==> src/rtl/node_list_reader.sv <==
// Linked-list traversal engine.
// Reads a node's head-table word, then walks the entry RAM one entry at a time.
// Each element is presented on a valid/ready port. A length guard aborts
// traversal of lists that loop back on themselves.
module node_list_reader (
  input  logic        clk,
  input  logic        program_reset,
  input  logic        start_process,
  input  logic [4:0]  node_id,
  output logic        end_process,
  output logic        head_rd,
  output logic [4:0]  head_addr,
  input  logic [7:0]  head_data,
  output logic        entry_rd,
  output logic [6:0]  entry_addr,
  input  logic [15:0] entry_data,
  output logic        elem_valid,
  output logic [7:0]  elem_data,
  input  logic        elem_ready,
  output logic [7:0]  elem_count,
  output logic        loop_error,
  output logic [2:0]  current_state
);

  typedef enum logic [2:0] {
    StIdle      = 3'd0,
    StReadHead  = 3'd1,
    StWaitHead  = 3'd2,
    StReadEntry = 3'd3,
    StWaitEntry = 3'd4,
    StEmit      = 3'd5,
    StDone      = 3'd6
  } state_e;

  // Longest list accepted before the traversal is treated as cyclic.
  localparam logic [7:0] MaxElems = 8'd128;

  state_e      state_q, state_d;
  logic [4:0]  node_q, node_d;
  logic [6:0]  ptr_q, ptr_d;
  logic [7:0]  data_q, data_d;
  logic        has_next_q, has_next_d;
  logic [6:0]  next_ptr_q, next_ptr_d;
  logic [7:0]  count_q, count_d;
  logic        loop_err_q, loop_err_d;

  // State and datapath registers with synchronous reset.
  always_ff @(posedge clk) begin
    if (program_reset) begin
      state_q    <= StIdle;
      node_q     <= 5'd0;
      ptr_q      <= 7'd0;
      data_q     <= 8'd0;
      has_next_q <= 1'b0;
      next_ptr_q <= 7'd0;
      count_q    <= 8'd0;
      loop_err_q <= 1'b0;
    end else begin
      state_q    <= state_d;
      node_q     <= node_d;
      ptr_q      <= ptr_d;
      data_q     <= data_d;
      has_next_q <= has_next_d;
      next_ptr_q <= next_ptr_d;
      count_q    <= count_d;
      loop_err_q <= loop_err_d;
    end
  end

  // Next-state and datapath update logic.
  always_comb begin
    state_d    = state_q;
    node_d     = node_q;
    ptr_d      = ptr_q;
    data_d     = data_q;
    has_next_d = has_next_q;
    next_ptr_d = next_ptr_q;
    count_d    = count_q;
    loop_err_d = loop_err_q;
    case (state_q)
      StIdle: begin
        if (start_process) begin
          node_d     = node_id;
          count_d    = 8'd0;
          loop_err_d = 1'b0;
          state_d    = StReadHead;
        end
      end
      StReadHead:  state_d = StWaitHead;
      StWaitHead: begin
        if (!head_data[7]) begin
          state_d = StDone;
        end else begin
          ptr_d   = head_data[6:0];
          state_d = StReadEntry;
        end
      end
      StReadEntry: state_d = StWaitEntry;
      StWaitEntry: begin
        data_d     = entry_data[7:0];
        has_next_d = entry_data[15];
        next_ptr_d = entry_data[14:8];
        state_d    = StEmit;
      end
      StEmit: begin
        if (elem_ready) begin
          count_d = count_q + 8'd1;
          if (!has_next_q) begin
            state_d = StDone;
          end else if (count_d == MaxElems) begin
            loop_err_d = 1'b1;
            state_d    = StDone;
          end else begin
            ptr_d   = next_ptr_q;
            state_d = StReadEntry;
          end
        end
      end
      StDone: begin
        if (!start_process) state_d = StIdle;
      end
      default: state_d = StIdle;
    endcase
  end

  // Strobes and flags decode from the current state only.
  always_comb begin
    head_rd     = (state_q == StReadHead);
    entry_rd    = (state_q == StReadEntry);
    elem_valid  = (state_q == StEmit);
    end_process = (state_q == StDone);
  end

  assign head_addr     = node_q;
  assign entry_addr    = ptr_q;
  assign elem_data     = data_q;
  assign elem_count    = count_q;
  assign loop_error    = loop_err_q;
  assign current_state = state_q;

endmodule
==> config.mk <==
export PLATFORM = sky130hd
export DESIGN_NAME = node_list_reader
export DESIGN_NICKNAME = d
export VERILOG_FILES = /design/src/rtl/node_list_reader.sv
export SDC_FILE = /design/constraint.sdc
export NUM_CORES = 1
export LEC_CHECK = 0
export CAP_MARGIN = 30
export CELL_PAD_IN_SITES_DETAIL_PLACEMENT = 1
export CELL_PAD_IN_SITES_GLOBAL_PLACEMENT = 2
export CORE_ASPECT_RATIO = 0.75
export CORE_MARGIN = 2
export CORE_UTILIZATION = 27
export DETAILED_ROUTE_END_ITERATION = 16
export GPL_TIMING_DRIVEN = 0
export PLACE_DENSITY_LB_ADDON = 0.1
export SLEW_MARGIN = 20
export SYNTH_ARGS = -nofsm -noshare
export SYNTH_HDL_FRONTEND = slang
export SYNTH_SLANG_ARGS = --single-unit
==> constraint.sdc <==
create_clock -name clk -period 4.14 [get_ports clk]
set_input_delay 0.414 -clock clk [delete_from_list [all_inputs] [get_ports clk]]
set_output_delay 0.414 -clock clk [all_outputs]
set_load 0.1 [all_outputs]
Word-level counts from Yosys, hierarchy flattened
Cells that the tools add are included.
Cells by class
  add/sub/neg operators: 1
  multiply operators: 0
  div/mod/pow operators: 0
  $lt $le $gt $ge: 0
  equality and inequality tests: 14
  shifts and indexed selects: 0
  mux-type cells: 20
  bitwise operators: 0
  reductions and logical operators: 8
Operators by type and width (number)
  7-bit two-way mux: 4
  3-bit case mux with 7 select lines: 1
  3-bit two-way mux: 6
  8-bit two-way mux: 2
  8-bit case mux with 2 select lines: 1
  7-bit case mux with 2 select lines: 1
  5-bit AND reduction: 2
  3-bit == test (second input constant): 3
  8-bit by 1-bit adder with 8-bit output (second input constant): 1
  8-bit == test (second input constant): 1
  2-bit != test (second input constant): 4
  3-bit by 2-bit == test with 1-bit output (second input constant): 2
  2-bit by 1-bit != test with 1-bit output (second input constant): 3
  3-bit AND reduction: 2
  1-bit two-way mux: 4
  2-bit nonzero test: 2
  3-bit by 1-bit == test with 1-bit output (second input constant): 1
  3-bit zero test: 1
  1-bit case mux with 2 select lines: 1
  2-bit AND reduction: 1
Storage, ports and cells
  register bits after elaboration: 40
  bits in latches: 0
  memory bits (writable): 0
  bits in read-only memories: 0
  input bits: 33
  output and inout port bits: 36
  logic and storage cells: 51
  memories kept: 0

Logic depth before layout (Yosys ltp)
  depth after elaboration: 6
  depth in mapped cells: 7
  gate-level depth less buffers: 6

Least setup slack after synthesis
OpenSTA, ideal clock, no wires.
  path type: reg2out
  start: reg state_q[1] (netlist: current_state[1])
  end: out entry_rd
  data arrival time: 3.465 ns
  required time: 3.726 ns
  setup slack: 0.261 ns
  cell stages (with the launch flop): 4
  path buffers: 1
  cells stage by stage: dfxtp_1 -> buf_2 -> clkinv_1 -> nor3_1
Between the ends
  word-level cells in the longest chain between the ends: 1
RTL lines
  start: declaration: line 38  | state_e state_q, state_d;
  start signal: assignment: line 50  | state_q <= StIdle;
  start signal: assignment: line 59  | state_q <= state_d;
  3-bit by 2-bit == test with 1-bit output: line 129  | entry_rd = (state_q == StReadEntry);
  end: declaration: line 14  | output logic entry_rd,
Every way passes these cells.

Worst setup path in the final report
  start: reg state_q[2] (netlist: current_state[2])
  end: out end_process
Between the ends
  word-level cells in the longest chain between the ends: 1
RTL lines
  3-bit == test: line 131  | end_process = (state_q == StDone);
  end: declaration: line 10  | output logic end_process,
Every way passes these cells.

==> flow_summary_export.csv <==
group,metric,value,unit
timing,fin_crit,2.95,ns
global_route,grt_max_degree,13,
timing,setup_viol,0,
global_route,gr-total-overflow,0,
placed_design,dp.cells,374,
worst_hold_path,hold_start,"elem_data[6]",
clock_tree,cts_sinks,40,
clock_tree,cts.clk_slew.worst_paths,0.08,ns
synth,synth.avg_cell_area,8.53,um2
synth,ys_warn_count,0,
clock_tree,cts_buffers,5,
synth,synth_edf_count,0,
routing,vias,1834,
routing,drcViolationCount,0,
routing,dr.pass1.iters,4,
critical_path,regToRegStartpoint,"elem_count[0]",
worst_hold_path,hold-path-cell-count,2,
critical_path,critPathMaxStageDelay,1.13,ns
critical_path,rr_endpoint,"entry_addr[2]",
placed_design,gp_congestion,0.771,
finish,antenna-diode-count,0,
floorplanning,initial_utilization,0.278,
routing,viasPerCell,4.80,
timing,fin_setup_tns,0,ns
worst_hold_path,min_to,"elem_data[6]",
critical_path,cpMostUsedCell,"and2_1",
timing,slew_headroom,0.334,
timing,tightest_slew,0.996,ns
pwr,power.internal,626,uW
timing,finalHoldViolCount,0,
clock_tree,tritoncts,"done",
floorplanning,die_y,76.7,um
finish,n_fill_cell,832,
routing,dr.first_iter.drc_count,47,
placed_design,hpwl,4230,um
finish,area_growth_syn_to_layout,45.9,%
pwr,power_density,355,nW/um2
clock_tree,cts_setup_buffers,0,
critical_path,critPathBufInv,2,
critical_path,path_cells,"clkbuf_1, and2_1, and2_1, clkdlybuf4s50_1",
pwr,p_seq_frac,0.423,
clock_tree,ctsHoldBuffers,0,
pwr,swShare,0.364,
routing,met1_length,3030,um
routing,drt_wl_total,5630,um
routing,ant_nets,0,
pwr,clockPowerShare,0.278,
synth,yosys.area.top_type_share,0.421,
timing,rsz0062_at_grt,"no",
timing,drv_slew,0,
routing,top_layer,"met4",
critical_path,end_kind,"output port",
pwr,leakage,0.949,nW
synth,yosysUniqueCellTypes,45,
synth,syn-num-nets,258,
critical_path,r2r_cells,6,
critical_path,crit_family,"buffers and inverters",
finish,layout-drive-gt1-share,0.0872,
critical_path,crit_arrival,2.53,ns
timing,fin_crit_sh,0.711,
floorplanning,core,6830,um2
clock_tree,clockBufferDepth,2,
critical_path,r2r_setup_slack,1.78,ns
clock_tree,root_buffer,"clkbuf_8",
critical_path,crit_type,"flip-flop to output port",
synth,synth_area_leaders,"dfxtp_1 42%, nand2_1 7.7%, a21oi_1 7.1%, mux2i_1 6.3%, a221oi_2 5.5%",
routing,route.met3.wl,260,um
routing,wl_per_cell,14.7,um
worst_hold_path,hold_path.class,"flip-flop to flip-flop",
synth,ys_async_sr_fraction,0,
synth,ys_seq_area_frac,0.421,
flow_run,maxCapViolations,0,
finish,fin_cells,382,
critical_path,cp_max_fo,10,
timing,max_freq,340,MHz
critical_path,crit_path_top_delay_cell,"clkdlybuf4s50_1",
finish,nNetsFinal,332,
critical_path,cp-start-kind,"flip-flop",
pwr,p_comb_frac,0.298,
global_route,grt_pass1_wl,9370,um
synth,synthesis.area,1900,um2
pwr,ir_drop,0.176,mV
pwr,p_switching,358,uW
critical_path,required,3.73,ns
floorplanning,num_rows,26,
floorplanning,num_io_pins,69,
clock_tree,htree_levels,2,
floorplanning,dieArea,7740,um2
synth,synth_cells,223,
global_route,grt_pass1_vias,1816,
clock_tree,cts-resized-gates,0,
routing,wl_met2,2280,um
synth,ys_top_cells_by_count,"40 x dfxtp_1, 39 x nand2_1, 27 x a21oi_1, 24 x nor2_1, 12 x mux2i_1",
floorplanning,dieWidth,101,um
timing,skew,0.00694,ns
clock_tree,clk-insertion-delay-late,0.29,ns
outcome,status,"finished clean",
placed_design,port_buffers,67,
synth,synthFlopType,"dfxtp_1",
synth,yosys.area.top_type,"dfxtp_1",
synth,synth_most_common_cell,"dfxtp_1",
global_route,track_usage,0.155,
synth,ys_ff_latch,40,
global_route,antenna_found_initial,0,
-- layer usage --
metal | GRT usage | vias to the layer above
met5 | 0 | -
met4 | 0.0446 | 0
met3 | 0.0383 | 7
met2 | 0.212 | 44
met1 | 0.237 | 847
li1 | - | 936
-- layout make-up --
cell class                 count  area, um2  share of cell area
timing repair buffer          67        671               0.242
multi-input combinational    166       1020               0.368
inverter                       3       11.3             0.00406
buffer                        14       73.8              0.0266
sequential                    40        801               0.289
clock inverter                 2       10.0             0.00361
clock buffer                   6       82.6              0.0298
tap                           84        105              0.0379
-- worst reg2reg max path, delay by kind of cell (launching register included) --
family                   cells  cell delay (ns)
adder cells (fa/ha/maj)      1             0.34
flip-flops                   1             0.47
AO/OA/AOI/OAI                3             0.77
AND/OR/NAND/NOR              2             0.70
-- metrics by stage --
| stage | area [um2] | setup WS [ns] | hold slack [ns] | total power, mW | utilization |
|---|---|---|---|---|---|
| floorplan | 1900 | 0.261 | 0.436 | 0.632 | - |
| finish | 2780 | 1.19 | 0.456 | 0.984 | 0.406 |
| global route | 2780 | 1.04 | 0.485 | 1.04 | 0.406 |
| detailed placement | 2680 | 1.52 | 0.450 | 0.721 | 0.393 |
| CTS | 2780 | 1.16 | 0.459 | 1.00 | 0.406 |
| global placement | 2680 | 1.36 | 0.442 | 0.720 | 0.392 |
-- state kept, by name, summed over array words and instances, names as in the netlist --
register / cells
current_state: 3
entry_addr: 7
loop_error: 1
elem_data: 8
has_next_q: 1
elem_count: 8
head_addr: 5
next_ptr_q: 7
-- how the worst max path moves through the flow --
| stage | end | start | cells after the start |
|---|---|---|---|
| 2_1_floorplan | entry_rd | current_state[1] | 3 |
| 3_3_place_gp | entry_addr[3] | elem_ready | 6 |
| 3_5_place_dp | end_process | current_state[2] | 4 |
| 4_1_cts | end_process | current_state[2] | 4 |
| 5_1_grt | end_process | current_state[2] | 4 |
| 6_report | end_process | current_state[2] | 4 |
-- power groups by stage --
stage	logic [mW]	clock network, mW	registers [mW]
6_report	0.294	0.274	0.417
5_1_grt	0.313	0.308	0.420
4_1_cts	0.296	0.288	0.417
3_5_place_dp	0.295	0	0.426
3_3_place_gp	0.294	0	0.426
2_1_floorplan	0.0934	0	0.538
-- placed cells by master, fill, tap and decap left out, types with 3 or more instances in the layout --
cell             count
a21oi_1             27
a221oi_2             7
and2_1               4
clkbuf_1             9
clkbuf_8             6
clkdlybuf4s50_1     67
dfxtp_1             40
mux2i_1             12
nand2_1             39
nand2b_1             3
nand3_1              4
nand3b_1             3
nor2_1              24
nor3_1               6
o21ai_1              3
-- kinds of logic after synthesis --
kind of cell	count (synthesis)	share of synthesized area
AOI/OAI and AO/OA	54	0.205
and+or+nand+nor	96	0.244
DFF	40	0.421
muxes	12	0.0632
adders and majority gates	2	0.0132
buffers and inverters	17	0.0447
xor gates and xnor gates	2	0.00921
No activity file was read; power rests on OpenSTA's default activity.
==> variant: new RTL, config.mk and constraints unchanged <==
Reset style: asynchronous (`program_reset`), changed in one clocked block. Comments in the files are not updated.
--- a/src/rtl/node_list_reader.sv
+++ b/src/rtl/node_list_reader.sv
@@ -46,5 +46,5 @@
 
   // State and datapath registers with synchronous reset.
-  always_ff @(posedge clk) begin
+  always_ff @(posedge clk or posedge program_reset) begin
     if (program_reset) begin
       state_q    <= StIdle;
Formal check against the unedited RTL: differs if program_reset is asserted again (counterexample within 4 cycles, from zero or initial values and one cycle with program_reset high); with program_reset held inactive, the same outputs for 10 cycles.
==> variant against the original RTL <==
- non-clock buffer count decreased by 3
- clock skew shrank 0.0029 ns
- synthesized area is 3.4% higher
- design area is 3.7% higher
- setup slack worse by 0.20 ns
- utilization rose by 0.91 points
- routed wire length down 7.5%
- sequential cell count stayed put
- final cell count shrank 8.4%
Power is left out: the tool's default activity adds up to more than one toggle a clock period on the data nets, which glitch-free logic cannot reach.
==> variant: results (changes against the original RTL) <==
{| class="wikitable"
! Metric !! Value
|-
| Result of the run || complete, no violations
|-
| Post-detail-place hpwl || 3.88 mm (-8.2%)
|-
| Layout net count || 286 (-14%)
|-
| Maximum number of pins on one net before global-route repair || 31 (+18)
|-
| WL/cell || 14.9 µm (+0.99%)
|-
| Cells after synthesis || 174 (-22%)
|-
| Total length of routed met2 wires || 2.17 mm (-5.0%)
|-
| Count of placed standard cells including taps || 342 (-8.6%)
|-
| Worst min-delay path class || in2async
|-
| Leading post-synthesis cells by cell area || dfrtp_1 (51%), mux2_2 (12%), a221oi_2 (5.3%)
|-
| Wire length of the first global-routing pass || 8.47 mm (-9.6%)
|-
| Via/cell ratio || 4.59 (-4.5%)
|-
| Via count of the first global-routing pass || 1632 (-10%)
|-
| Count of routing violations after the opening detailed-route iteration || 41 (-13%)
|-
| Total detailed-routing wirelength || 5.21 mm (-7.5%)
|-
| Commonest register cell after synthesis || dfrtp_1
|-
| Share of post-route cells with drive strength above 1 || 18.7% (+9.9 points)
|-
| Share of synthesized area occupied by flip-flops and latches || 50.9% (+8.8 points)
|-
| Arrival time at the worst endpoint || 2.73 ns (+0.20 ns)
|-
| Slew margin rel. || 32.5% (-0.92 points)
|-
| First-pass detailed-route iteration total || 4 (unchanged)
|-
| Post-Syn Nets || 208 (-19%)
|-
| DRT met1 WL || 2.60 mm (-14%)
|-
| Largest clock skew in the final design || 0.00405 ns (-0.00289 ns)
|-
| Met3 Routed Length || 433 µm (+67%)
|-
| Routability Congestion || 0.716 (-7.1%)
|-
| Fraction of synthesis flops using an asynchronous set or reset pin || 100% (+100 points)
|-
| Library cells used by synthesis || 37 (-18%)
|}
[variant: cell count changes after synthesis, sizes merged, moves of 6 or more]
cell | unedited run | this run
mux2 | 0 | 21
inv | 2 | 12
nor2 | 24 | 14
clkbuf | 9 | 3
o21ai | 5 | 15
a21oi | 27 | 2
dfrtp | 0 | 40
nand2 | 39 | 11
dfxtp | 40 | 0
[variant: worst max-delay path, stage by stage (launching register included)]
cell and delay [ns]:
dfrtp_1 0.34, clkbuf_1 0.31, nor2b_1 0.31, nand2_2 0.25, inv_1 0.10, clkdlybuf4s50_1 1.13
[variant: cell type report]
cell class	instances	area, µm²
buffer	7	43.8
fill	780	4050
clock inverter	1	5.00
tap	98	123
sequential	40	1000
clock buffer	6	72.6
multi-input combinational	115	877
inverter	12	45.0
timing repair buffer	71	711
[variant: path summary, 6_finish.rpt]
kind                                              startpoint                      endpoint  slack, ns  cells past startpoint
worst min-delay path                           program_reset      elem_data[4]$_DFFE_PP0P_       0.37                      2
worst min register to register      head_addr[4]$_DFFE_PP0P_      head_addr[4]$_DFFE_PP0P_       0.51                      1
worst max-delay path            current_state[0]$_DFFE_PP0P_                    elem_valid       0.99                      5
max in group asynchronous                      program_reset  current_state[0]$_DFFE_PP0P_       3.33                      3
min in group clk                    head_addr[4]$_DFFE_PP0P_      head_addr[4]$_DFFE_PP0P_       0.51                      1
worst max register to register     elem_count[0]$_DFFE_PP0P_     entry_addr[6]$_DFFE_PP0P_       1.64                      7
[variant: metal layers]
metal	vias up	global-route usage, %
met5	-	0
met4	0	2.80
met3	2	5.95
met2	47	18.3
met1	779	20.2
li1	777	-
[variant: logic make-up after synthesis]
| family | share of synthesized area [%] |
|---|---|
| and+or+nand+nor | 12.7 |
| buffers and inverters | 4.52 |
| AOI/OAI and AO/OA | 15.6 |
| DFF | 50.9 |
| muxes | 15.6 |
| adders and majority gates | 0.636 |
[variant: per-stage QoR]
stage          worst slack, ns  instance area, µm²
3_3_place_gp              1.24                2770
3_5_place_dp              1.29                2800
5_1_grt                  0.801                2880
2_1_floorplan            0.188                1970
6_report                 0.991                2880
4_1_cts                  0.954                2870
